[config.mk]
export PLATFORM = sky130hd
export DESIGN_NAME = tx_vthernet_mac_flat
export DESIGN_NICKNAME = d
export VERILOG_FILES = /design/src/rtl/vthernet_pkg.sv /design/src/rtl/tx_vthernet_mac_if.sv /design/src/rtl/crc32_d8.sv /design/src/rtl/tx_vthernet_mac.sv /design/src/flat_wrapper.sv
export SDC_FILE = /design/constraint.sdc
export NUM_CORES = 1
export LEC_CHECK = 0
export BUFFER_PORTS_ARGS = -buffer_cell sky130_fd_sc_hd__buf_4
export CAP_MARGIN = 20
export CORE_ASPECT_RATIO = 1.1
export CORE_MARGIN = 2
export CORE_UTILIZATION = 40
export CTS_CLUSTER_SIZE = 30
export DETAILED_ROUTE_END_ITERATION = 8
export PLACE_DENSITY = 0.69
export SETUP_SLACK_MARGIN = 0.5
export SKIP_CTS_REPAIR_TIMING = 1
export SLEW_MARGIN = 30
export SYNTH_ARGS = -nofsm -noshare
export SYNTH_HDL_FRONTEND = slang
export SYNTH_SLANG_ARGS = --single-unit
[constraint.sdc]
create_clock -name wb_clk_i -period 4.8 [get_ports wb_clk_i]
set_input_delay 0.24 -clock wb_clk_i [delete_from_list [all_inputs] [get_ports wb_clk_i]]
set_output_delay 0.24 -clock wb_clk_i [all_outputs]
set_load 0.1 [all_outputs]
[src/rtl/vthernet_pkg.sv]
// Shared Vthernet MAC definitions: TX state encoding, framing bytes, CRC-32 constants
// and a byte-wide reflected CRC-32 step used by the TX and RX datapaths.
package vthernet_pkg;

  localparam int unsigned LEN_W = 11;

  localparam int unsigned DEF_MIN_FRAME = 60;
  localparam int unsigned DEF_MAX_LEN   = 1514;

  localparam logic [7:0]  PREAMBLE_BYTE = 8'h55;
  localparam logic [7:0]  SFD_BYTE      = 8'hD5;
  localparam logic [31:0] CRC_POLY_REFL = 32'hEDB88320;
  localparam logic [31:0] CRC_INIT      = 32'hFFFFFFFF;
  localparam logic [31:0] CRC_RESIDUE   = 32'hDEBB20E3;

  typedef enum logic [2:0] {
    StIdle,
    StPreamble,
    StSfd,
    StData,
    StPad,
    StFcs,
    StIfg
  } tx_state_e;

  // One byte of IEEE 802.3 CRC, bits consumed LSB first.
  function automatic logic [31:0] crc32_step8(input logic [31:0] crc, input logic [7:0] data);
    logic [31:0] c;
    c = crc;
    for (int i = 0; i < 8; i++) begin
      c = (c >> 1) ^ (CRC_POLY_REFL & {32{c[0] ^ data[i]}});
    end
    return c;
  endfunction

endpackage

[src/rtl/tx_vthernet_mac_if.sv]
// TX MAC bus bundle: control/status, TX buffer read port and GMII TX pins.
// master = buffer/control side, slave = the MAC.
interface tx_vthernet_mac_if;
  import vthernet_pkg::*;

  logic             tx_start;
  logic [LEN_W-1:0] tx_len;
  logic             tx_busy;
  logic             tx_done;
  logic             tx_rd_en;
  logic [LEN_W-1:0] tx_addr;
  logic [7:0]       tx_mem_out;
  logic             TX_EN;
  logic [7:0]       TXD;
  logic             TX_ER;

  modport master (
    output tx_start, tx_len, tx_mem_out,
    input  tx_busy, tx_done, tx_rd_en, tx_addr, TX_EN, TXD, TX_ER
  );

  modport slave (
    input  tx_start, tx_len, tx_mem_out,
    output tx_busy, tx_done, tx_rd_en, tx_addr, TX_EN, TXD, TX_ER
  );
endinterface

[src/rtl/crc32_d8.sv]
// Byte-wide CRC-32 register: init has priority over enable; register holds otherwise.
module crc32_d8
  import vthernet_pkg::*;
(
  input  logic        clk_i,
  input  logic        rst_ni,
  input  logic        init_i,
  input  logic        en_i,
  input  logic [7:0]  data_i,
  output logic [31:0] crc_o
);

  logic [31:0] crc_q, crc_d;

  // Next-CRC selection.
  always_comb begin
    crc_d = crc_q;
    if (init_i) begin
      crc_d = CRC_INIT;
    end else if (en_i) begin
      crc_d = crc32_step8(crc_q, data_i);
    end
  end

  // CRC state register, synchronous reset.
  always_ff @(posedge clk_i) begin
    if (!rst_ni) begin
      crc_q <= CRC_INIT;
    end else begin
      crc_q <= crc_d;
    end
  end

  assign crc_o = crc_q;

endmodule

[src/rtl/tx_vthernet_mac.sv]
// GMII transmit MAC. state_q/cnt_q describe the byte currently on TXD; every pin is
// loaded from next-state values so TXD/TX_EN change exactly on the state edge.
module tx_vthernet_mac
  import vthernet_pkg::*;
#(
  parameter int unsigned IFG_CYCLES   = 12,
  parameter int unsigned PREAMBLE_LEN = 7,
  parameter int unsigned MIN_FRAME    = DEF_MIN_FRAME,
  parameter int unsigned MAX_LEN      = DEF_MAX_LEN
) (
  input logic               wb_clk_i,
  input logic               rst_n,
  tx_vthernet_mac_if.slave  mac_if
);

  localparam logic [LEN_W-1:0] PreLast   = LEN_W'(PREAMBLE_LEN - 1);
  localparam logic [LEN_W-1:0] MinFrameL = LEN_W'(MIN_FRAME);
  localparam logic [LEN_W-1:0] MaxLenL   = LEN_W'(MAX_LEN);
  // Last IFG state cycle; the final idle cycle is spent in StIdle with tx_done high.
  localparam logic [LEN_W-1:0] IfgLast   = LEN_W'(IFG_CYCLES - 2);

  tx_state_e        state_q, state_d;
  logic [LEN_W-1:0] cnt_q, cnt_d;
  logic [LEN_W-1:0] len_q, len_d;
  logic [7:0]       txd_q, txd_d;
  logic             txen_q, txen_d;
  logic             done_q, done_d;
  logic             rd_en_q, rd_en_d;
  logic [LEN_W-1:0] addr_q, addr_d;

  logic             crc_init, crc_en;
  logic [7:0]       crc_byte;
  logic [31:0]      crc_q;
  logic             len_ok;
  logic [1:0]       fcs_idx;

  crc32_d8 u_crc (
    .clk_i  (wb_clk_i),
    .rst_ni (rst_n),
    .init_i (crc_init),
    .en_i   (crc_en),
    .data_i (crc_byte),
    .crc_o  (crc_q)
  );

  // Next-state, next-pin values and CRC feed.
  always_comb begin
    state_d  = state_q;
    cnt_d    = cnt_q;
    len_d    = len_q;
    txd_d    = txd_q;
    txen_d   = txen_q;
    done_d   = 1'b0;
    rd_en_d  = rd_en_q;
    addr_d   = addr_q;
    crc_init = 1'b0;
    crc_en   = 1'b0;
    crc_byte = 8'h00;
    fcs_idx  = 2'd0;
    len_ok   = (mac_if.tx_len != '0) && (mac_if.tx_len <= MaxLenL);

    unique case (state_q)
      StIdle: begin
        txen_d = 1'b0;
        txd_d  = 8'h00;
        if (mac_if.tx_start && len_ok) begin
          state_d  = StPreamble;
          cnt_d    = '0;
          len_d    = mac_if.tx_len;
          crc_init = 1'b1;
          txen_d   = 1'b1;
          txd_d    = PREAMBLE_BYTE;
        end
      end
      StPreamble: begin
        txd_d = PREAMBLE_BYTE;
        if (cnt_q == PreLast) begin
          state_d = StSfd;
          txd_d   = SFD_BYTE;
        end else begin
          cnt_d = cnt_q + 1'b1;
        end
      end
      StSfd: begin
        state_d  = StData;
        cnt_d    = '0;
        txd_d    = mac_if.tx_mem_out;
        crc_en   = 1'b1;
        crc_byte = mac_if.tx_mem_out;
      end
      StData, StPad: begin
        if (cnt_q + 1'b1 < len_q) begin
          state_d  = StData;
          cnt_d    = cnt_q + 1'b1;
          txd_d    = mac_if.tx_mem_out;
          crc_en   = 1'b1;
          crc_byte = mac_if.tx_mem_out;
        end else if (cnt_q + 1'b1 < MinFrameL) begin
          state_d  = StPad;
          cnt_d    = cnt_q + 1'b1;
          txd_d    = 8'h00;
          crc_en   = 1'b1;
          crc_byte = 8'h00;
        end else begin
          // crc_q already includes the byte currently on TXD.
          state_d = StFcs;
          cnt_d   = '0;
          txd_d   = ~crc_q[7:0];
        end
      end
      StFcs: begin
        if (cnt_q[1:0] == 2'd3) begin
          state_d = StIfg;
          cnt_d   = '0;
          txen_d  = 1'b0;
          txd_d   = 8'h00;
        end else begin
          fcs_idx = cnt_q[1:0] + 2'd1;
          cnt_d   = cnt_q + 1'b1;
          txd_d   = ~crc_q[{fcs_idx, 3'b000} +: 8];
        end
      end
      StIfg: begin
        txen_d = 1'b0;
        txd_d  = 8'h00;
        if (cnt_q == IfgLast) begin
          state_d = StIdle;
          cnt_d   = '0;
          done_d  = 1'b1;
        end else begin
          cnt_d = cnt_q + 1'b1;
        end
      end
      default: begin
        state_d = StIdle;
        txen_d  = 1'b0;
        txd_d   = 8'h00;
      end
    endcase

    // Buffer prefetch: reads start two cycles ahead of the first data byte on TXD.
    if (rd_en_q) begin
      if (addr_q + 1'b1 < len_q) begin
        addr_d = addr_q + 1'b1;
      end else begin
        rd_en_d = 1'b0;
      end
    end else if (state_d == StPreamble && cnt_d == PreLast) begin
      rd_en_d = 1'b1;
      addr_d  = '0;
    end
  end

  // State and output registers, synchronous active-low reset.
  always_ff @(posedge wb_clk_i) begin
    if (!rst_n) begin
      state_q <= StIdle;
      cnt_q   <= '0;
      len_q   <= '0;
      txd_q   <= 8'h00;
      txen_q  <= 1'b0;
      done_q  <= 1'b0;
      rd_en_q <= 1'b0;
      addr_q  <= '0;
    end else begin
      state_q <= state_d;
      cnt_q   <= cnt_d;
      len_q   <= len_d;
      txd_q   <= txd_d;
      txen_q  <= txen_d;
      done_q  <= done_d;
      rd_en_q <= rd_en_d;
      addr_q  <= addr_d;
    end
  end

  assign mac_if.tx_busy  = (state_q != StIdle);
  assign mac_if.tx_done  = done_q;
  assign mac_if.tx_rd_en = rd_en_q;
  assign mac_if.tx_addr  = addr_q;
  assign mac_if.TX_EN    = txen_q;
  assign mac_if.TXD      = txd_q;
  assign mac_if.TX_ER    = 1'b0;

endmodule

[src/flat_wrapper.sv]
// flat-port wrapper written by rule: the top's interface ports become plain ports
module tx_vthernet_mac_flat import vthernet_pkg::*;
#(
  parameter int unsigned IFG_CYCLES   = 12,
  parameter int unsigned PREAMBLE_LEN = 7,
  parameter int unsigned MIN_FRAME    = DEF_MIN_FRAME,
  parameter int unsigned MAX_LEN      = DEF_MAX_LEN
)
  (wb_clk_i, rst_n, mac_if_tx_start, mac_if_tx_len, mac_if_tx_mem_out, mac_if_tx_busy, mac_if_tx_done, mac_if_tx_rd_en, mac_if_tx_addr, mac_if_TX_EN, mac_if_TXD, mac_if_TX_ER);
  tx_vthernet_mac_if mac_if_i ();
  input logic wb_clk_i;
  input logic rst_n;
  input wire logic [$bits(mac_if_i.tx_start)-1:0] mac_if_tx_start;
  input wire logic [$bits(mac_if_i.tx_len)-1:0] mac_if_tx_len;
  input wire logic [$bits(mac_if_i.tx_mem_out)-1:0] mac_if_tx_mem_out;
  output wire logic [$bits(mac_if_i.tx_busy)-1:0] mac_if_tx_busy;
  output wire logic [$bits(mac_if_i.tx_done)-1:0] mac_if_tx_done;
  output wire logic [$bits(mac_if_i.tx_rd_en)-1:0] mac_if_tx_rd_en;
  output wire logic [$bits(mac_if_i.tx_addr)-1:0] mac_if_tx_addr;
  output wire logic [$bits(mac_if_i.TX_EN)-1:0] mac_if_TX_EN;
  output wire logic [$bits(mac_if_i.TXD)-1:0] mac_if_TXD;
  output wire logic [$bits(mac_if_i.TX_ER)-1:0] mac_if_TX_ER;
  assign mac_if_i.tx_start = mac_if_tx_start;
  assign mac_if_i.tx_len = mac_if_tx_len;
  assign mac_if_i.tx_mem_out = mac_if_tx_mem_out;
  assign mac_if_tx_busy = mac_if_i.tx_busy;
  assign mac_if_tx_done = mac_if_i.tx_done;
  assign mac_if_tx_rd_en = mac_if_i.tx_rd_en;
  assign mac_if_tx_addr = mac_if_i.tx_addr;
  assign mac_if_TX_EN = mac_if_i.TX_EN;
  assign mac_if_TXD = mac_if_i.TXD;
  assign mac_if_TX_ER = mac_if_i.TX_ER;
  tx_vthernet_mac #(.IFG_CYCLES(IFG_CYCLES), .PREAMBLE_LEN(PREAMBLE_LEN), .MIN_FRAME(MIN_FRAME), .MAX_LEN(MAX_LEN)) u_core (.wb_clk_i(wb_clk_i), .rst_n(rst_n), .mac_if(mac_if_i));
endmodule
==> results.py <==
metrics = {
    "run_status": {
        "status": "complete, no violations",
    },
    "synthesis": {
        "synth_top_family_by_area": "simple AND/OR/NAND/NOR gates",
        "synthFlopType": "dfxtp_1",
        "syn_inst": 647,
        "synthMuxAreaShare_pct": 3.55,
        "synthArstFlopShare_pct": 0,
        "syn_avg_cell_area_sq_um": 8.28,
        "synth_nets": 693,
        "synth-compound-area-share_pct": 18.7,
        "synth-xor-area-share_pct": 17.5,
        "ys_types": 70,
        "synth-seq-cells": 79,
        "netlist_area_sq_mm": 0.00536,
        "synth_edf_count": 0,
        "ys_seq_area_share_pct": 29.5,
        "synth_fa_ha_area_share_pct": 5.60,
        "synthSimpleGateAreaFrac_pct": 20.2,
        "yosysWarnings": 0,
    },
    "global_route": {
        "grt_util_met3_pct": 3.78,
        "grt_max_degree": 42,
        "use_met2_pct": 34.0,
        "grt_pass1_wl_microns": 23300,
        "grt_pass1_vias": 4579,
        "gr-usage-met1_pct": 25.8,
        "grt.busiest_layer": "met2",
        "grt_usage_pct": 20.4,
        "grt.overflow.total": 0,
        "antenna_found_initial": 0,
    },
    "floorplanning": {
        "start_util_pct": 40.7,
        "core_area_sq_mm": 0.0132,
        "die_w_microns": 114,
        "die_h_microns": 125,
        "die_area_sq_mm": 0.0143,
        "io_pins": 46,
        "row_count": 44,
    },
    "cts": {
        "cts_max_level": 3,
        "clk_path_buf_depth": 2,
        "clock-sinks": 79,
        "path_clk_slew_ns": 0.06,
        "cts_tree": "yes",
        "numCtsBuffers": 9,
        "clk_latency_ns": 0.34,
        "cts_root_buffer": "clkbuf_16",
    },
    "placed_design": {
        "gp_congestion": 1.02,
        "dpl.hpwl_microns": 10800,
        "io_buffers": 44,
    },
    "detailed_routing": {
        "ant_nets": 0,
        "drt_wl_total_microns": 14600,
        "drt_iter0_markers": 352,
        "num_vias": 4860,
        "drc": 0,
        "drt_pass1_iterations": 6,
        "wl_per_cell_microns": 17.0,
        "via_per_inst": 5.65,
    },
    "finish": {
        "drive_above_1_share_pct": 16.9,
        "area_growth_syn_to_layout_pct": 18.3,
        "final_common_cell": "nor2_1",
        "mostFrequentLayoutCells": "nor2_1, dfxtp_1, buf_4",
        "nNetsFinal": 740,
        "finalCoreUtilization_pct": 48.2,
        "diodes": 0,
    },
    "timing": {
        "slew-limit-headroom_pct": 43.3,
        "fmax_mhz": 242,
        "worst_slew_pin_slew_ns": 0.849,
        "final.setup.tns_ns": 0,
        "setup_violations": 0,
        "grt_setup_unrepaired": "no",
        "hold_violations": 0,
        "hold_ws_ns": 0.148,
        "min_period_ns": 4.14,
        "fin_crit_sh_pct": 86.2,
        "maxSlewViolCount": 0,
        "clock_skew_ns": 0.00942,
    },
    "pwr": {
        "leakagePower_nw": 2.65,
        "powerDensity_mw_per_mm2": 247,
        "peakVddDrop_uv": 177,
    },
    "critical_path": {
        "crit_end": "u_core.mac_if.tx_addr[9]",
        "crit_slowest_cell": "dfxtp_1",
        "endpoint_kind": "flop",
        "worstSetupPathType": "reg2reg",
        "slowest_delay_ns": 0.37,
        "critPathLaunchType": "flop",
        "reg2regPathDepth": 17,
        "reg2reg_to": "u_core.mac_if.tx_addr[9]",
        "cp_max_fo": 10,
        "critical_path.top_delay_family": "simple AND/OR/NAND/NOR gates",
        "cp.arrival_ns": 4.37,
        "crit_chain": "buf_4 -> nand4_2 -> nor3_1 -> xnor2_1 -> inv_1 -> ha_1 -> nand2_1 -> o21ai_0 -> a31oi_2 -> a31oi_1 -> buf_4 -> or3_1 -> a311o_1 -> nor4_4 -> or2_4 -> nor2_2 -> a32o_1",
        "cp.required_ns": 5.04,
        "worst-path-buf-inv": 3,
        "startpoint": "u_core.cnt_q[2]",
        "crit_cells": 17,
        "cpMostUsedCell": "buf_4",
        "rrSetupSlack_ns": 0.66,
        "rr_startpoint": "u_core.cnt_q[2]",
    },
    "flow_run": {
        "maxCapViolCount": 0,
    },
    "worst_hold_path": {
        "min_from": "mac_if_tx_len[7]",
        "min_path_cells": 3,
        "hold_class": "in2reg",
    },
}
[cell type report]
| class | count | area (sq um) |
|---|---|---|
| sequential | 79 | 1580 |
| tap | 161 | 201 |
| timing repair buffer | 68 | 514 |
| clock buffer | 10 | 229 |
| multi-input combinational | 502 | 3610 |
| fill | 1270 | 6820 |
| clock inverter | 6 | 70.1 |
| inverter | 34 | 128 |
[worst min-delay path by stage]
| stage | slack, ns | to |
|---|---|---|
| 2_1_floorplan | 0.38 | u_core.len_q[10] |
| 3_3_place_gp | 0.49 | u_core.len_q[7] |
| 3_5_place_dp | 0.50 | u_core.len_q[10] |
| 4_1_cts | 0.14 | u_core.len_q[8] |
| 5_1_grt | 0.16 | u_core.len_q[8] |
| 6_report | 0.15 | u_core.len_q[7] |
[power by group]
group	leakage [nW]	switching (mW)	total (mW)	internal, mW
clock	0.135	0.287	0.693	0.406
combinational	1.87	0.134	0.202	0.0673
sequential	0.641	0.00720	0.674	0.666
total	2.65	0.429	1.57	1.14
[tightest hold or removal path, delay by kind of cell]
family	cells	cell delay (ns)
buf+inv	1	0.09
compound gates	1	0.05
simple gates	1	0.07
[routing by layer]
layer	vias to the layer above	routed length (microns)
met4	0	470
met3	34	800
li1	2349	-
met1	2298	6070
met2	179	7280
met5	-	0
[flip-flops by register name, indices dropped and copies added, names as in the netlist]
register and cells:
u_core.mac_if.tx_addr 11, u_core.mac_if.TXD 8, u_core.state_q 3, u_core.mac_if.tx_done 1
u_core.mac_if.TX_EN 1, u_core.len_q 11, u_core.u_crc.crc_o 32, u_core.mac_if.tx_rd_en 1
u_core.cnt_q 11
[synthesized netlist by cell type, types with 4 or more instances]
cell type | count | area [sq um]
nand3_1 | 14 | 70.1
o21a_1 | 9 | 67.6
a21oi_1 | 33 | 165
mux4_2 | 8 | 180
xnor3_1 | 5 | 113
nor3_1 | 13 | 65.1
a31oi_1 | 8 | 50.1
and3_1 | 6 | 37.5
buf_4 | 4 | 30.0
o21ai_0 | 24 | 120
a311oi_1 | 4 | 35.0
a32o_1 | 4 | 40.0
nor2_1 | 89 | 334
nand2_1 | 56 | 210
and2_1 | 11 | 68.8
buf_2 | 4 | 20.0
clkbuf_1 | 23 | 86.3
o21ai_1 | 4 | 20.0
ha_1 | 24 | 300
a21o_1 | 4 | 30.0
a211oi_1 | 5 | 37.5
o211ai_1 | 16 | 120
a21boi_0 | 7 | 52.6
a21boi_1 | 6 | 45.0
dfxtp_1 | 79 | 1580
inv_1 | 33 | 124
nand2b_1 | 6 | 37.5
o22ai_1 | 6 | 37.5
xnor2_1 | 54 | 473
xor2_1 | 29 | 254
[per-stage QoR]
stage / setup slack, ns / cell area [sq um] / total power [mW] / instances
6_report: 0.664 / 6340 / 1.57 / 860
5_1_grt: 0.453 / 6340 / 1.63 / 860
4_1_cts: 0.281 / 6210 / 1.57 / 856
3_5_place_dp: 0.300 / 5910 / 0.878 / 840
3_3_place_gp: 0.522 / 5900 / 0.875 / 840
2_1_floorplan: 0.688 / 5360 / 0.815 / 647
[kinds of logic after synthesis]
logic type / Yosys count
simple gates: 226
xor+xnor: 93
mux: 9
other cells: 1
compound gates: 149
fa+ha+maj: 24
flops: 79
buf+inv: 66
Note: power is estimated with default switching activity, not from simulation.
